[config.mk]
export PLATFORM = sky130hd
export DESIGN_NAME = lsu_mem_port
export DESIGN_NICKNAME = d
export VERILOG_FILES = /design/src/rtl/trv_lsu_pkg.sv /design/src/rtl/lsu_align.sv /design/src/rtl/lsu_mem_port.sv
export SDC_FILE = /design/constraint.sdc
export NUM_CORES = 1
export LEC_CHECK = 0
export ABC_AREA = 1
export CAP_MARGIN = 20
export CORE_MARGIN = 2
export CORE_UTILIZATION = 40
export CTS_CLUSTER_DIAMETER = 50
export CTS_CLUSTER_SIZE = 8
export DETAILED_ROUTE_END_ITERATION = 7
export HOLD_SLACK_MARGIN = 0.1
export PLACE_DENSITY = 0.75
export SYNTH_ARGS = -nofsm -noshare
export SYNTH_HDL_FRONTEND = slang
export SYNTH_SLANG_ARGS = --single-unit
export TNS_END_PERCENT = 5
[constraint.sdc]
create_clock -name clk -period 2 [get_ports clk]
set_input_delay 0.3 -clock clk [delete_from_list [all_inputs] [get_ports clk]]
set_output_delay 0.3 -clock clk [all_outputs]
set_load 0.05 [all_outputs]
[src/rtl/trv_lsu_pkg.sv]
// Shared definitions for the TRV-32I load/store unit data-memory port:
// FSM state encodings, RV32I load/store funct3 codes and lane count.
package trv_lsu_pkg;

    // Number of byte lanes on the 32-bit data-memory bus.
    localparam int BE_W = 4;

    // FSM state encoding (plain constants, kept legacy-compatible).
    typedef logic [2:0] lsu_state_t;
    localparam lsu_state_t S_IDLE    = 3'd0;
    localparam lsu_state_t S_RD_ADDR = 3'd1;
    localparam lsu_state_t S_RD_DATA = 3'd2;
    localparam lsu_state_t S_WR      = 3'd3;
    localparam lsu_state_t S_RESP    = 3'd4;

    // RV32I load/store funct3 codes. Bits [1:0] give the access size
    // (00 byte, 01 half, 10 word); bit 2 selects zero-extension on loads.
    localparam logic [2:0] F3_B  = 3'b000;
    localparam logic [2:0] F3_H  = 3'b001;
    localparam logic [2:0] F3_W  = 3'b010;
    localparam logic [2:0] F3_BU = 3'b100;
    localparam logic [2:0] F3_HU = 3'b101;

endpackage

[src/rtl/lsu_align.sv]
// Combinational datapath helpers for the LSU memory port: byte-enable
// generation, store-data lane replication, load-data extraction with
// sign/zero extension, and the illegal/misaligned access check.
module lsu_align
    import trv_lsu_pkg::*;
#(
    parameter int B_WIDTH = 32
) (
    input  logic                   we,
    input  logic [2:0]             funct3,
    input  logic [1:0]             addr_lo,
    input  logic [B_WIDTH-1:0]     wdata,
    input  logic [B_WIDTH-1:0]     rdata,
    output logic [B_WIDTH/8-1:0]   byte_en,
    output logic [B_WIDTH-1:0]     wdata_lane,
    output logic [B_WIDTH-1:0]     rdata_ext,
    output logic                   err
);

    logic [B_WIDTH-1:0] rdata_shift;
    logic               f3_legal;
    logic               misaligned;

    // Byte enables and store-data replication by access size. Replicating
    // the data into every lane lets the byte enables alone pick the target.
    always_comb begin
        // NOTE: every output gets a default first so no path can infer a latch.
        byte_en    = '0;
        wdata_lane = wdata;
        case (funct3[1:0])
            2'b00: begin
                byte_en    = 4'b0001 << addr_lo;
                wdata_lane = {4{wdata[7:0]}};
            end
            2'b01: begin
                byte_en    = 4'b0011 << addr_lo;
                wdata_lane = {2{wdata[15:0]}};
            end
            2'b10: begin
                byte_en    = 4'b1111;
            end
            default: ;
        endcase
    end

    // Bring the addressed lane down to bit 0 before extension.
    assign rdata_shift = rdata >> {addr_lo, 3'b000};

    // Load extraction: signed forms replicate the top bit of the lane.
    always_comb begin
        rdata_ext = '0;
        case (funct3)
            F3_B:    rdata_ext = {{24{rdata_shift[7]}},  rdata_shift[7:0]};
            F3_H:    rdata_ext = {{16{rdata_shift[15]}}, rdata_shift[15:0]};
            F3_W:    rdata_ext = rdata_shift;
            F3_BU:   rdata_ext = {24'h0, rdata_shift[7:0]};
            F3_HU:   rdata_ext = {16'h0, rdata_shift[15:0]};
            default: rdata_ext = '0;
        endcase
    end

    // Stores only have signed-size encodings; loads add the unsigned ones.
    assign f3_legal = we ? (funct3 inside {F3_B, F3_H, F3_W})
                         : (funct3 inside {F3_B, F3_H, F3_W, F3_BU, F3_HU});

    // Halfwords must sit on an even address, words on a multiple of four.
    assign misaligned = ((funct3[1:0] == 2'b01) && addr_lo[0]) ||
                        ((funct3[1:0] == 2'b10) && (addr_lo != 2'b00));

    assign err = !f3_legal || misaligned;

endmodule

[src/rtl/lsu_mem_port.sv]
// Initiator side of the TRV-32I data-memory interface. Takes one load or
// store at a time, runs a short fixed sequence on the memory bus and returns
// a single-cycle response. Illegal or misaligned requests skip the bus and
// respond with an error on the following cycle.
module lsu_mem_port
    import trv_lsu_pkg::*;
#(
    parameter int B_WIDTH = 32
) (
    input  logic                   clk,
    input  logic                   rst,
    input  logic                   req_valid,
    output logic                   req_ready,
    input  logic                   req_we,
    input  logic [2:0]             req_funct3,
    input  logic [B_WIDTH-1:0]     req_addr,
    input  logic [B_WIDTH-1:0]     req_wdata,
    output logic                   resp_valid,
    output logic [B_WIDTH-1:0]     resp_data,
    output logic                   resp_err,
    output logic [B_WIDTH-1:0]     mem_addr,
    output logic                   mem_read_en,
    output logic                   mem_write_en,
    output logic [B_WIDTH/8-1:0]   write_byte_en,
    output logic [B_WIDTH-1:0]     mem_wdata,
    input  logic [B_WIDTH-1:0]     mem_rdata
);

    lsu_state_t state_q;
    lsu_state_t state_d;

    // Request fields latched at acceptance.
    logic                 we_q;
    logic [2:0]           f3_q;
    logic [1:0]           addr_lo_q;
    logic                 err_q;
    logic [B_WIDTH-1:0]   mem_addr_q;
    logic [B_WIDTH-1:0]   mem_wdata_q;
    logic [B_WIDTH-1:0]   rdata_q;

    logic                 is_idle;
    logic                 accept;

    // The single alignment unit sees the live request while idle (to check
    // and steer it at acceptance) and the latched request otherwise (to drive
    // byte enables in WR and extract load data in RESP).
    logic                 al_we;
    logic [2:0]           al_f3;
    logic [1:0]           al_addr_lo;
    logic [BE_W-1:0]      al_byte_en;
    logic [B_WIDTH-1:0]   al_wdata_lane;
    logic [B_WIDTH-1:0]   al_rdata_ext;
    logic                 al_err;

    assign is_idle    = (state_q == S_IDLE);
    assign accept     = req_valid && is_idle;

    assign al_we      = is_idle ? req_we         : we_q;
    assign al_f3      = is_idle ? req_funct3     : f3_q;
    assign al_addr_lo = is_idle ? req_addr[1:0]  : addr_lo_q;

    lsu_align #(
        .B_WIDTH    (B_WIDTH)
    ) u_align (
        .we         (al_we),
        .funct3     (al_f3),
        .addr_lo    (al_addr_lo),
        .wdata      (req_wdata),
        .rdata      (rdata_q),
        .byte_en    (al_byte_en),
        .wdata_lane (al_wdata_lane),
        .rdata_ext  (al_rdata_ext),
        .err        (al_err)
    );

    // Next-state logic: loads take two bus cycles, stores one, errors none.
    always_comb begin
        state_d = state_q;
        case (state_q)
            S_IDLE: begin
                if (accept) begin
                    if (al_err)      state_d = S_RESP;
                    else if (req_we) state_d = S_WR;
                    else             state_d = S_RD_ADDR;
                end
            end
            S_RD_ADDR: state_d = S_RD_DATA;
            S_RD_DATA: state_d = S_RESP;
            S_WR:      state_d = S_RESP;
            S_RESP:    state_d = S_IDLE;
            default:   state_d = S_IDLE;
        endcase
    end

    // State and datapath registers; an in-flight access is simply dropped
    // on reset, so no response is ever produced for it.
    always_ff @(posedge clk) begin
        if (rst) begin
            // NOTE: datapath registers are reset as well, so the bus outputs
            // read as zero from the first cycle instead of as X.
            state_q     <= S_IDLE;
            we_q        <= 1'b0;
            f3_q        <= 3'b000;
            addr_lo_q   <= 2'b00;
            err_q       <= 1'b0;
            mem_addr_q  <= '0;
            mem_wdata_q <= '0;
            rdata_q     <= '0;
        end else begin
            // NOTE: non-blocking assignments, so every register samples the
            // values from before this edge regardless of statement order.
            state_q <= state_d;
            if (accept) begin
                we_q        <= req_we;
                f3_q        <= req_funct3;
                addr_lo_q   <= req_addr[1:0];
                err_q       <= al_err;
                mem_addr_q  <= {2'b00, req_addr[B_WIDTH-1:2]};
                mem_wdata_q <= al_wdata_lane;
            end
            if (state_q == S_RD_DATA) begin
                rdata_q <= mem_rdata;
            end
        end
    end

    // Output decode. Strobes are state-exclusive, so read and write can
    // never be asserted together.
    assign req_ready     = is_idle;
    assign resp_valid    = (state_q == S_RESP);
    assign resp_err      = resp_valid && err_q;
    assign resp_data     = (resp_valid && !we_q && !err_q) ? al_rdata_ext : '0;
    assign mem_read_en   = (state_q == S_RD_ADDR) || (state_q == S_RD_DATA);
    assign mem_write_en  = (state_q == S_WR);
    assign write_byte_en = mem_write_en ? al_byte_en : '0;
    assign mem_addr      = mem_addr_q;
    assign mem_wdata     = mem_wdata_q;

endmodule

---- Word level (Yosys, flattened, before mapping) ----
Cells that the tools add are included.
word-level totals
  register bits after elaboration ......... 104
  input bits .............................. 103
  output and inout port bits .............. 105
operators by class
  equal/unequal tests ..................... 11
  shift operators ......................... 3
  mux-type cells .......................... 13
  reductions and logical operators ........ 19
operators with widths
  operator               count
  $pmux W32 S5           1
  $pmux W32 S2           1
  $mux W32               1
  $shr A32 B5 Y32        1
  $pmux W4 S3            1
  $eq A3 B2 Y1 const B   3
  $eq A3 B3 Y1 const B   3
  $mux W3                3
  $pmux W3 S3            1
  $eq A3 B1 Y1 const B   2
  $logic_and A1 B1 Y1    6
  $logic_not A3 Y1       2
  $reduce_bool A5 Y1     1
  $mux W2                2
  $mux W4                1
  $shl A1 B2 Y4 const A  1
  $shl A2 B2 Y4 const A  1
  $logic_not A1 Y1       3
  $logic_or A1 B1 Y1     3
  $reduce_bool A3 Y1     1
  $eq A2 B1 Y1 const B   1
  $eq A2 B2 Y1 const B   1
  $logic_not A2 Y1       1
  $mux W1                2
  other kinds (3)        3

---- Longest topological paths before layout ----
  word-level depth ........................ 10
  gate-level depth with buffers ........... 12

---- Cells and area by module ----
From an unflattened synthesis, not the netlist that was laid out.
unflattened totals
  cells, all modules ...................... 1151
  area total of the unflattened synthesis .. 6512.5 um^2
by module, submodules not included
  module        times used  cells each  area each (um^2)  sequential area each (um^2)
  lsu_mem_port  1           849         5186.2            2082.0
  lsu_align     1           302         1326.3            0.0

---- Worst setup path before layout ----
No wires, ideal clock.
  path type ............................... register -> output
  start ................................... register state_q[2]
  end ..................................... output resp_data[5]
  data arrival time ....................... 2.389 ns
  required time ........................... 1.700 ns
  slack ................................... -0.689 ns
  stages on the path, launching flop included .. 11
  path through ............................ dfxtp_1 -> nor2_4 -> nand2_4 -> buf_8 -> nand2_1 -> nand2_2 -> buf_6 -> buf_6 -> o21ai_1 -> a21oi_1 -> nor3_1
on the way
  word-level cells in the longest chain between the ends .. 5
  elaborated cells on any way between the ends .. 14
  classes of those cells .................. eq/ne: 5; shift: 1; mux: 4; reduce/logical: 4
RTL lines
  what                                           line                                    RTL
  start: declaration                             lsu_mem_port.sv:29                      lsu_state_t state_q;
  start signal: assignment                       lsu_mem_port.sv:112                     state_q <= state_d;
  $logic_not A3 Y1                               lsu_mem_port.sv:55                      assign is_idle = (state_q == S_IDLE);
  $mux W2 or $mux W3 (tied branches)             lsu_mem_port.sv:60, lsu_mem_port.sv:59
  $shr A32 B5 Y32, or another cell as far along  lsu_align.sv:47                         assign rdata_shift = rdata >> {addr_lo, 3'b000};
  $pmux W32 S5                                   lsu_align.sv:52                         case (funct3)
  $mux W32 (*)                                   lsu_mem_port.sv:132                     assign resp_data = (resp_valid && !we_q && !err_q) ? al_rdata_ext : '0;
  end: declaration                               lsu_mem_port.sv:19                      output logic [B_WIDTH-1:0] resp_data,
Mark *: on every way between the ends. The rest lies on a longest branch, timed or not.

---- Worst setup path after layout ----
  start ................................... register state_q[0]
  end ..................................... output resp_data[21]
The elaborated chain is that of the path after synthesis.

==> flow_summary.yaml <==
synth:
  syn-cell-area_sq_um: 5250
  syn_area_per_cell_sq_um: 6.62
  ys_ff_latch: 104
  synthArstFlopShare: 0
  synth_cells: 793
  ys_seq_area_frac: 0.396
  ys.flop_type: "dfxtp_1"
  synth_edf_count: 0
  synth_top_cell_by_area: "dfxtp_1"
  synth_top_area_share: 0.396
  synthDistinctLibCells: 30
  yosysMostFrequentCell: "nand2_1"
  ys_top_cells_by_count: "nand2_1, o21ai_0, nor2_1, dfxtp_1, inv_1"
  synthTopCellsByArea: "dfxtp_1, nand2_1, o21ai_0"
  ys_warn_count: 0
place:
  preCtsSetupSlack_ps: -326
  place_congestion: 0.872
  dp_hpwl_um: 12700
  placedCellCount: 1172
  portBuffers: 205
grt:
  grt_pass1_vias: 5663
  grt_pass1_wl_um: 29000
  grt_usage: 0.254
  grt_max_degree: 82
  overflow: 0
  antenna_found_initial: 0
timing:
  finalSetupTns_ps: -15770
  worstMarginPinSlew_ps: 570
  hold_viol: 0
  rsz0062_at_grt: "yes"
  period_share: 1.26
  max_freq_ghz: 0.398
  fin_crit_ps: 2510
  slew_viol_final: 0
  setup_viol: 36
  setup_ws_ps: -510
  max-slew-margin-rel: 0.619
  fin_skew_ps: 6.56
clock_tree:
  clk_latency_ps: 350
  numCtsBuffers: 9
  cts_sinks: 104
  clk_path_buf_depth: 2
  root_buffer: "clkbuf_16"
  clk_pin_slew_worst_paths_ps: 70
  cts_tree: "built"
  h-tree-depth: 3
layout:
  fin_nets: 1125
  antenna_cells: 0
  post-route-util: 0.721
  instances_no_fill: 1199
  layout-drive-gt1-share: 0.218
  area.growth.synth_to_final_pct: 74.6
routing:
  antenna_left: 0
  dr.pass1.iters: 5
  drt_iter0_drc: 390
  wirelength_um: 18200
  drc: 0
  vias: 5978
  via_per_inst: 4.99
  detail_route.wl_per_cell_um: 15.2
setup_path:
  crit_type: "register to output pin"
  crit_path_max_incr_delay_ps: 340
  cp.required_ps: 1700
  crit_family: "simple AND/OR/NAND/NOR gates"
  crit_chain: "nor2_4 -> nand2_4 -> buf_12 -> nand2_4 -> nand2_8 -> nand2_2 -> nand3_4 -> nand3_4 -> clkbuf_16 -> nand3_1 -> nand2_2 -> clkinvlp_4 -> buf_12"
  critPathArrivalTime_ps: 2210
  critPathSlowestCell: "dfxtp_2"
  cp-start-kind: "register"
  cp_num_buf_inv: 4
  end_kind: "output pin"
  cp_max_fo: 6
floorplan:
  rows: 41
  initial_core_util: 0.413
  die_area_sq_um: 14100
  io_pins: 208
  die_w_um: 119
  fp.coreArea_sq_um: 12700
  fp.dieH_um: 119
pwr:
  p_clk_frac: 0.133
  powerDensity_nw_per_um2: 1550
  p_sw_uw: 6830
  p_seq_frac: 0.215
  p_int_uw: 7360
  power.total_uw: 14200
  combPwrFrac: 0.652
  power_leakage_uw: 0.00391
  switching_share: 0.481
  ir_drop_v: 0.00109
outcome:
  failed_checks: "setup timing"
  outcome: "finished with violations"
worst_hold_path:
  hp-class: "register to register"
flow_run:
  maxCapViolCount: 0
## tightest hold or removal path: stages, from the launching register on
cell     delay, ps
dfxtp_1        300
inv_1           60
a21oi_1         60
## final timing paths
kind | start | end | slack (ps) | cells after the start
setup / recovery | state_q[0] | resp_data[21] | -510 | 13
hold reg to reg | f3_q[2] | f3_q[2] | 460 | 2
setup reg to reg | state_q[0] | mem_wdata[11] | 130 | 13
hold / removal | f3_q[2] | f3_q[2] | 460 | 2
## metal layers
metal | wire [um] | track usage | vias to the layer above | share of wire
li1 | - | - | 2992 | -
met1 | 7570 | 0.319 | 2715 | 0.42
met2 | 8910 | 0.421 | 244 | 0.49
met3 | 1330 | 0.0700 | 27 | 0.073
met4 | 386 | 0.0804 | 0 | 0.021
met5 | 0 | 0 | - | 0
## repair_timing
item / 4_1_cts / 5_1_grt
pin swaps: 18 / 9
setup endpoints to repair: 36 / 36
hold buffers: 0 / 0
gates cloned: 3 / 1
setup buffers: 5 / 2
resized for setup: 27 / 21
hold endpoints to repair: 0 / 0
## power groups by stage
stage	logic, uW	registers [uW]	clock network [uW]
after floorplan	4090	4450	0
after global placement	8340	3050	0
after detailed placement	8400	3080	0
after CTS	8970	3040	1930
final	9250	3050	1890
after global routing	9930	3120	2010
## state kept, by name, summed over array words and instances (netlist names)
name,flops
mem_addr,30
addr_lo_q,2
err_q,1
f3_q,3
we_q,1
rdata_q,32
mem_wdata,32
state_q,3
## cells by family (layout without fill, tap and decap cells)
| kind of cell | count (synthesis) | in the layout | share of synthesized area |
|---|---|---|---|
| buf+inv | 144 | 376 | 0.121 |
| other cells | 1 | 2 | 0.000714 |
| simple gates | 342 | 343 | 0.277 |
| flops | 104 | 104 | 0.396 |
| compound gates | 202 | 202 | 0.206 |
## cells in the final DEF (no fill, tap or decap), drive strengths merged, types with 2 or more instances in the layout
master | synthesis | layout
dfxtp | 104 | 104
nor2 | 114 | 114
nand3b | 3 | 3
o211ai | 9 | 9
clkinvlp | 0 | 14
o21ai | 125 | 125
conb | 1 | 2
clkbuf | 26 | 12
clkdlybuf4s50 | 0 | 164
nor3 | 8 | 8
inv | 90 | 78
nand2 | 171 | 171
clkinv | 1 | 2
bufinv | 0 | 2
buf | 27 | 104
o21bai | 17 | 17
a21oi | 51 | 51
nand3 | 45 | 46
## cell type report
type / count / area [sq um]
clock buffers: 11 / 243
clock inverters: 5 / 80.1
fillers: 992 / 3550
inverters: 91 / 389
multi-input cells: 547 / 3010
flip-flops and latches: 104 / 2080
well taps: 172 / 215
repair buffers: 269 / 3150
## through the flow
step                      area, sq um  hold WS (ps)
after CTS                        9060           460
after global routing             9170           491
after global placement           8540           446
after floorplan                  5680           430
after detailed placement         8540           448
final                            9170           459
No activity file was read; power rests on OpenSTA's default activity.
